**config.mk**
```make
export PLATFORM = sky130hd
export DESIGN_NAME = ospi_host_seq
export DESIGN_NICKNAME = d
export VERILOG_FILES = /design/src/rtl/ospi_pkg.sv /design/src/rtl/ospi_sclk_gen.sv /design/src/rtl/ospi_host_seq.sv
export SDC_FILE = /design/constraint.sdc
export NUM_CORES = 1
export LEC_CHECK = 0
export BUFFER_PORTS_ARGS = -buffer_cell sky130_fd_sc_hd__buf_2
export CAP_MARGIN = 0
export CORE_ASPECT_RATIO = 2
export CORE_MARGIN = 10
export CORE_UTILIZATION = 59
export CTS_CLUSTER_SIZE = 12
export DETAILED_ROUTE_END_ITERATION = 10
export PLACE_DENSITY = 0.85
export SYNTH_ARGS = -nofsm -noshare
export SYNTH_HDL_FRONTEND = slang
export SYNTH_SLANG_ARGS = --single-unit
```
**constraint.sdc**
```tcl
create_clock -name clk -period 4.76 [get_ports clk]
set_clock_uncertainty 0.05 [all_clocks]
set_input_delay 1.19 -clock clk [delete_from_list [all_inputs] [get_ports clk]]
set_output_delay 1.19 -clock clk [all_outputs]
set_load 0.005 [all_outputs]
```
**src/rtl/ospi_pkg.sv**
```systemverilog
`default_nettype none
// ============================================================================
// ospi_pkg : shared types and constants for the OSPI host sequencer
// Rev 1.0  : initial release
// ============================================================================
package ospi_pkg;

    // FSM state encoding, kept as plain constants so legacy code can reuse it
    typedef logic [2:0] state_t;

    localparam state_t ST_IDLE  = 3'd0;
    localparam state_t ST_CMD   = 3'd1;
    localparam state_t ST_ADDR  = 3'd2;
    localparam state_t ST_DUMMY = 3'd3;
    localparam state_t ST_WDATA = 3'd4;
    localparam state_t ST_RDATA = 3'd5;
    localparam state_t ST_GAP   = 3'd6;

    localparam logic [7:0] OP_READ  = 8'h03;
    localparam logic [7:0] OP_WRITE = 8'h02;

    typedef logic [8:0] len_t;

    localparam len_t LEN_MAX = 9'd256;

    function automatic len_t clamp_len(input len_t len);
        return (len > LEN_MAX) ? LEN_MAX : len;
    endfunction

endpackage
`default_nettype wire

```
**src/rtl/ospi_sclk_gen.sv**
```systemverilog
`default_nettype none
// ============================================================================
// ospi_sclk_gen : SCLK cell timer (HALF clk low, HALF clk high per cell)
// Rev 1.0       : initial release
// ============================================================================
module ospi_sclk_gen #(
    parameter int HALF = 1
) (
    input  logic clk,
    input  logic rst_n,
    input  logic run,
    input  logic hold,
    output logic sclk,
    output logic cell_start,
    output logic cell_end,
    output logic busy
);

    localparam int            CW   = (HALF > 1) ? $clog2(2 * HALF) : 1;
    localparam logic [CW-1:0] LAST = CW'(2 * HALF - 1);
    localparam logic [CW-1:0] HI   = CW'(HALF);

    logic [CW-1:0] cnt_q, cnt_d;
    logic          busy_q, busy_d;
    logic          sclk_q, sclk_d;

    always_comb begin
        cell_end   = busy_q && (cnt_q == LAST);
        // a new cell may begin from idle or exactly where the previous one ends
        cell_start = run && !hold && (!busy_q || cell_end);
        busy_d     = busy_q;
        cnt_d      = cnt_q;
        if (cell_start) begin
            busy_d = 1'b1;
            cnt_d  = '0;
        end else if (cell_end) begin
            busy_d = 1'b0;
            cnt_d  = '0;
        end else if (busy_q) begin
            cnt_d = cnt_q + 1'b1;
        end
        sclk_d = busy_d && (cnt_d >= HI);
    end

    always_ff @(posedge clk or negedge rst_n) begin
        if (!rst_n) begin
            cnt_q  <= '0;
            busy_q <= 1'b0;
            sclk_q <= 1'b0;
        end else begin
            cnt_q  <= cnt_d;
            busy_q <= busy_d;
            sclk_q <= sclk_d;
        end
    end

    assign sclk = sclk_q;
    assign busy = busy_q;

endmodule
`default_nettype wire

```
**src/rtl/ospi_host_seq.sv**
```systemverilog
`default_nettype none
// ============================================================================
// ospi_host_seq : OSPI host transfer sequencer (CMD, ADDR, DUMMY, DATA, GAP)
// Option        : OSPI_HOST_TIMEOUT_EN adds err port and write-stall timeout
// Rev 1.0       : initial release
// ============================================================================
module ospi_host_seq
    import ospi_pkg::*;
#(
    parameter int HALF   = 1,
    parameter int DUMMY  = 4,
    parameter int CS_GAP = 2
) (
    input  logic       clk,
    input  logic       rst_n,
    input  logic       req_valid,
    output logic       req_ready,
    input  logic       req_write,
    input  logic [7:0] req_opcode,
    input  logic [7:0] req_addr,
    input  logic [8:0] req_len,
    input  logic       wdata_valid,
    output logic       wdata_ready,
    input  logic [7:0] wdata,
    output logic       rdata_valid,
    output logic [7:0] rdata,
    output logic       done,
    output logic       cs_n,
    output logic       sclk,
    output logic [7:0] dq_out,
    output logic       dq_oe,
    input  logic [7:0] dq_in
`ifdef OSPI_HOST_TIMEOUT_EN
    ,
    output logic       err
`endif
);

    localparam logic [7:0] GAP_LOAD    = 8'((CS_GAP > 1) ? CS_GAP - 1 : 0);
    localparam len_t       DUMMY_CELLS = len_t'(DUMMY);

    state_t     state_q, state_d;
    len_t       cnt_q, cnt_d;
    len_t       len_q, len_d;
    logic [7:0] addr_q, addr_d;
    logic       write_q, write_d;
    logic [7:0] gap_q, gap_d;
    logic       cs_n_q, cs_n_d;
    logic [7:0] dq_out_q, dq_out_d;
    logic       dq_oe_q, dq_oe_d;
    logic [7:0] rdata_q, rdata_d;
    logic       rdata_valid_q, rdata_valid_d;
    logic       done_q, done_d;
    logic       init_q;

    state_t     w_next_state;
    len_t       w_next_cnt;
    logic       w_ready, w_hs, w_run, w_hold, w_want_wdata;
    logic       w_cell_start, w_cell_end, w_busy;
    logic       w_timeout;

    ospi_sclk_gen #(
        .HALF (HALF)
    ) u_sclk_gen (
        .clk        (clk),
        .rst_n      (rst_n),
        .run        (w_run),
        .hold       (w_hold),
        .sclk       (sclk),
        .cell_start (w_cell_start),
        .cell_end   (w_cell_end),
        .busy       (w_busy)
    );

    // Phase that follows the cell currently in flight
    always_comb begin
        w_next_state = ST_GAP;
        w_next_cnt   = 9'd1;
        case (state_q)
            ST_CMD: w_next_state = ST_ADDR;
            ST_ADDR: begin
                if (len_q == '0) begin
                    w_next_state = ST_GAP;
                end else if (write_q) begin
                    w_next_state = ST_WDATA;
                    w_next_cnt   = len_q;
                end else if (DUMMY > 0) begin
                    w_next_state = ST_DUMMY;
                    w_next_cnt   = DUMMY_CELLS;
                end else begin
                    w_next_state = ST_RDATA;
                    w_next_cnt   = len_q;
                end
            end
            ST_DUMMY: begin
                if (cnt_q > 9'd1) begin
                    w_next_state = ST_DUMMY;
                    w_next_cnt   = cnt_q - 9'd1;
                end else begin
                    w_next_state = ST_RDATA;
                    w_next_cnt   = len_q;
                end
            end
            ST_WDATA, ST_RDATA: begin
                if (cnt_q > 9'd1) begin
                    w_next_state = state_q;
                    w_next_cnt   = cnt_q - 9'd1;
                end
            end
            default: ;
        endcase
    end

    // A write cell is pending either at a cell boundary or while stalled
    assign w_want_wdata = (state_q == ST_WDATA && !w_busy) ||
                          (w_cell_end && w_next_state == ST_WDATA);
    assign w_ready      = init_q && (state_q == ST_IDLE);
    assign w_hs         = req_valid && w_ready;
    assign w_run        = w_hs || (w_cell_end && w_next_state != ST_GAP) ||
                          (state_q == ST_WDATA && !w_busy);
    assign w_hold       = w_want_wdata && !wdata_valid;

`ifdef OSPI_HOST_TIMEOUT_EN
    logic [11:0] stall_q, stall_d;
    logic        err_q, err_d;

    assign w_timeout = w_hold && (stall_q == 12'd4094);

    always_comb begin
        stall_d = w_hold ? stall_q + 12'd1 : 12'd0;
        err_d   = w_timeout;
    end

    always_ff @(posedge clk or negedge rst_n) begin
        if (!rst_n) begin
            stall_q <= '0;
            err_q   <= 1'b0;
        end else begin
            stall_q <= stall_d;
            err_q   <= err_d;
        end
    end

    assign err = err_q;
`else
    assign w_timeout = 1'b0;
`endif

    always_comb begin
        state_d       = state_q;
        cnt_d         = cnt_q;
        len_d         = len_q;
        addr_d        = addr_q;
        write_d       = write_q;
        gap_d         = gap_q;
        cs_n_d        = cs_n_q;
        dq_out_d      = dq_out_q;
        dq_oe_d       = dq_oe_q;
        rdata_d       = rdata_q;
        rdata_valid_d = 1'b0;
        done_d        = 1'b0;
        case (state_q)
            ST_IDLE: begin
                if (w_hs) begin
                    state_d  = ST_CMD;
                    cnt_d    = 9'd1;
                    len_d    = clamp_len(req_len);
                    addr_d   = req_addr;
                    write_d  = req_write;
                    cs_n_d   = 1'b0;
                    dq_out_d = req_opcode;
                    dq_oe_d  = 1'b1;
                end
            end
            ST_GAP: begin
                if (gap_q == '0) begin
                    state_d = ST_IDLE;
                end else begin
                    gap_d = gap_q - 8'd1;
                end
            end
            default: begin
                if (w_cell_end) begin
                    if (state_q == ST_RDATA) begin
                        rdata_d       = dq_in;
                        rdata_valid_d = 1'b1;
                    end
                    if (w_next_state == ST_GAP) begin
                        state_d = ST_GAP;
                        gap_d   = GAP_LOAD;
                        cs_n_d  = 1'b1;
                        dq_oe_d = 1'b0;
                        done_d  = 1'b1;
                    end else begin
                        state_d = w_next_state;
                        cnt_d   = w_next_cnt;
                    end
                end
                if (w_cell_start) begin
                    case (state_d)
                        ST_ADDR: begin
                            dq_out_d = addr_q;
                            dq_oe_d  = 1'b1;
                        end
                        ST_WDATA: begin
                            dq_out_d = wdata;
                            dq_oe_d  = 1'b1;
                        end
                        default: dq_oe_d = 1'b0;
                    endcase
                end
            end
        endcase
        if (w_timeout) begin
            state_d = ST_GAP;
            gap_d   = GAP_LOAD;
            cs_n_d  = 1'b1;
            dq_oe_d = 1'b0;
            done_d  = 1'b1;
        end
    end

    always_ff @(posedge clk or negedge rst_n) begin
        if (!rst_n) begin
            state_q       <= ST_IDLE;
            cnt_q         <= '0;
            len_q         <= '0;
            addr_q        <= '0;
            write_q       <= 1'b0;
            gap_q         <= '0;
            cs_n_q        <= 1'b1;
            dq_out_q      <= '0;
            dq_oe_q       <= 1'b0;
            rdata_q       <= '0;
            rdata_valid_q <= 1'b0;
            done_q        <= 1'b0;
            init_q        <= 1'b0;
        end else begin
            state_q       <= state_d;
            cnt_q         <= cnt_d;
            len_q         <= len_d;
            addr_q        <= addr_d;
            write_q       <= write_d;
            gap_q         <= gap_d;
            cs_n_q        <= cs_n_d;
            dq_out_q      <= dq_out_d;
            dq_oe_q       <= dq_oe_d;
            rdata_q       <= rdata_d;
            rdata_valid_q <= rdata_valid_d;
            done_q        <= done_d;
            init_q        <= 1'b1;
        end
    end

    assign req_ready   = w_ready;
    assign wdata_ready = w_want_wdata && wdata_valid;
    assign cs_n        = cs_n_q;
    assign dq_out      = dq_out_q;
    assign dq_oe       = dq_oe_q;
    assign rdata       = rdata_q;
    assign rdata_valid = rdata_valid_q;
    assign done        = done_q;

endmodule
`default_nettype wire
```
==> summary.md <==
| Metric | Value |
|---|---|
| Final setup fails | `0` |
| Post_cts resized | `0` |
| Setup CP Type | `reg2out` |
| Maximum fanout along the worst path | `10` |
| Initial DRC Count | `roughly 160` |
| Syn Nets | `402` |
| Final-layout fill cell count | `between 400 and 500` |
| Final period util | `0.731` |
| I/O pin count | `69` |
| Vias in the first global route | `3097` |
| Hold Vio Cnt, Final | `0` |
| Total gr overflow | `0` |
| Clock Path Buffers | `2` |
| Max_cap viols | `0` |
| Crit path largest cell delay | `approximately 0.42 ns` |
| Worst slack at placement | `between 1.5 and 2 ns` |
| Setup ws final | `~1.3 ns` |
| Die ar. | `0.00915 mm²` |
| GRT Overall Usage | `0.195` |
| Largest net degree at the start of global routing | `35` |
| CP required | `3.52 ns` |
| Routed vias/inst | `5.96` |
| # DRC | `0` |
| Share of post-route cells with drive strength above 1 | `0.277` |
| Asr flop ratio synth | `1.00` |
| TritonCTS buffer count | `9` |
| Syn_area_per_cell | `9.41 µm²` |
| Yosys reg bits | `62` |
| Netlist Area Pre-Place | `0.00329 mm²` |
| Commonest non-fill, non-tap cells in the layout | `buf_2, dfrtp_1, nand2_1` |
| Port Buffer Count | `68` |
| Hold path depth | `2` |
| Post-DP HPWL | `6470 µm` |
| Area of the multi-input gates | `0.00160 mm²` |
| Area after DPL | `0.00367 mm²` |
| Worst path buffer plus inverter count | `1` |
| H-tree depth | `3` |
| Yosys cell types | `55` |
| Post-synth EDFFs | `0` |
| Core area | `0.00542 mm²` |
| Clock latency at the later pin of the worst-skew pair | `0.34 ns` |
| Crit-path leading delay family | `simple AND/OR/NAND/NOR gates` |
| Synth area leaders | `dfrtp_1, nand2_1, o21ai_0` |
| Slowest CP cell | `nor3_2` |
| CTS Hold Bufs | `0` |
| Setup crit start kind | `flip-flop` |
| Slew headroom | `0.371` |
| Critical path depth | `6` |
| Row Count | `38` |
| Layout Utilization | `0.717` |
| Setup Buffers After CTS | `0` |
| Final net count | `470` |
| CP Capture Type | `primary output` |
| Pins Over Slew Limit | `0` |
| Post-synth top area share | `0.464` |
| Finished layout cell area | `between 0.003 and 0.004 mm²` |
| Pleak | `0.00195 µW` |
| Num Clock Sinks | `62` |
| TritonCTS clock tree | `done` |
| Max IR drop VDD | `0.000297 V` |
| Vias | `about 2900` |
| Setup tns final | `0 ns` |
| Outcome | `complete, no violations` |
| P per Cell Area | `275 mW/mm²` |
| First-pass GRT wire length | `roughly 14000 µm` |
| Placer Congestion | `just over 0.9` |
| Post-synth top area cell | `dfrtp_1` |
| Ys flop type | `dfrtp_1` |
| Min-Delay Path Class | `reg2reg` |
| RSZ-0062 raised after global routing | `false` |
| Root Driver | `clkbuf_8` |
| Measured slew at the worst slew-check pin | `0.941 ns` |
| Cells after Synth | `350` |
| DR WL/cell | `17.6 µm` |
| Register area | `0.00155 mm²` |
| Critical-path cell list | `nor3_2, nand3_2, a221oi_1, a31oi_2, nor2b_1, buf_2` |
| Fin crit period | `between 3 and 4 ns` |
| Die Wd | `72.8 µm` |
| Max Clk Rate | `roughly 290 MHz` |
| First-pass DRT Iterations | `4` |
| Height of the chip | `126 µm` |
| Antenna Nets Post-Route | `0` |
| Reg clk slew, reported paths | `0.07 ns` |
| Worst EP arrival | `2.24 ns` |
| Total wire length | `8500 µm` |
| Initial Utilization | `0.607` |
| Worst Reg-to-Reg Cells | `7` |
| Syn. warnings | `0` |
| Most common cell after layout, fill and taps aside | `buf_2` |
| Hold WS | `0.424 ns` |
| Antenna violations before repair | `0` |
| Area grow syn2layout | `18.1%` |
| Sequential area share after synthesis | `0.472` |
| Ant diodes | `0` |
## per-stage QoR
stage | power (µW) | std cells
2_1_floorplan | 549 | 350
3_3_place_gp | 583 | 467
3_5_place_dp | 585 | 467
4_1_cts | 1070 | 483
5_1_grt | 1100 | 483
6_report | 1070 | 483
## where the power goes
part           leakage (µW)  switching (µW)  internal [µW]
combinational       0.00102            20.9           20.5
sequential         0.000811            2.09            531
clock              0.000115             197            297
## kinds of logic (layout without fill, tap and decap cells)
| family | Yosys count | after routing | synth area share |
|---|---|---|---|
| compound gates | 82 | 82 | 0.165 |
| fa+ha+maj | 6 | 6 | 0.0228 |
| xor+xnor | 7 | 7 | 0.0186 |
| flops | 62 | 62 | 0.472 |
| other cells | 1 | 1 | 0.00114 |
| mux | 17 | 17 | 0.0578 |
| buf+inv | 35 | 108 | 0.0414 |
| simple gates | 140 | 140 | 0.222 |
## worst register-to-register path: stages, from the launching register on
cell	delay [ns]
dfrtp_1	0.40
nor3_2	0.42
a31oi_1	0.24
o21ai_2	0.20
nand3_2	0.27
or3_1	0.47
o31ai_4	0.42
mux2_2	0.40
## cell usage after synthesis, types with 2 or more instances
| master | number |
|---|---|
| a31oi_1 | 12 |
| a31o_2 | 2 |
| nand2_1 | 46 |
| dfrtp_1 | 61 |
| and3_1 | 4 |
| nand4_1 | 2 |
| clkbuf_1 | 9 |
| nand3b_1 | 3 |
| buf_1 | 2 |
| o21ai_0 | 34 |
| nor2b_1 | 5 |
| nor3_2 | 2 |
| a21oi_1 | 11 |
| a221oi_1 | 2 |
| mux2_2 | 15 |
| nand3_2 | 2 |
| inv_1 | 22 |
| a31oi_2 | 2 |
| xnor2_1 | 4 |
| nand3_1 | 6 |
| a22oi_1 | 5 |
| nor3_1 | 7 |
| or3_1 | 14 |
| ha_1 | 6 |
| nor4_1 | 2 |
| xor2_1 | 3 |
| nor2_1 | 29 |
| nor4_4 | 2 |
| nand2b_1 | 10 |
## per-layer routing
metal | up-vias | GRT usage | wire [µm]
met5 | - | 0 | 0
met4 | 0 | 0.0966 | 308
met3 | 26 | 0.0676 | 604
met2 | 108 | 0.336 | 4680
met1 | 1385 | 0.197 | 2900
li1 | 1359 | - | -
## sequential cells by signal (all words and copies together), names as in the netlist
signal and count:
rdata 8, dq_out 8, write_q 1, dq_oe 1, rdata_valid 1, len_q 9, init_q 1, cs_n 1
addr_q 8, cnt_q 9, state_q 3, u_sclk_gen.cnt_q 1, gap_q 8, done 1, u_sclk_gen.busy 1, u_sclk_gen.sclk 1
## layout make-up
class | instances | share of cell area
repair buffers | 70 | 0.0914
clock buffers | 13 | 0.0460
inverters | 22 | 0.0212
well taps | 60 | 0.0193
flip-flops and latches | 62 | 0.399
clock inverters | 3 | 0.0103
multi-input cells | 253 | 0.412
## path summary, 6_finish.rpt
kind | slack, ns | endpoint | start
min | 0.42 | addr_q[1] | addr_q[1]
max reg2reg | 1.78 | dq_out[3] | cnt_q[5]
max in group asynchronous | 2.89 | cs_n | rst_n
min reg2reg | 0.42 | addr_q[1] | addr_q[1]
max | 1.28 | wdata_ready | cnt_q[5]
min in group asynchronous | 0.88 | cnt_q[1] | rst_n
(Power assumes the default switching activity.)
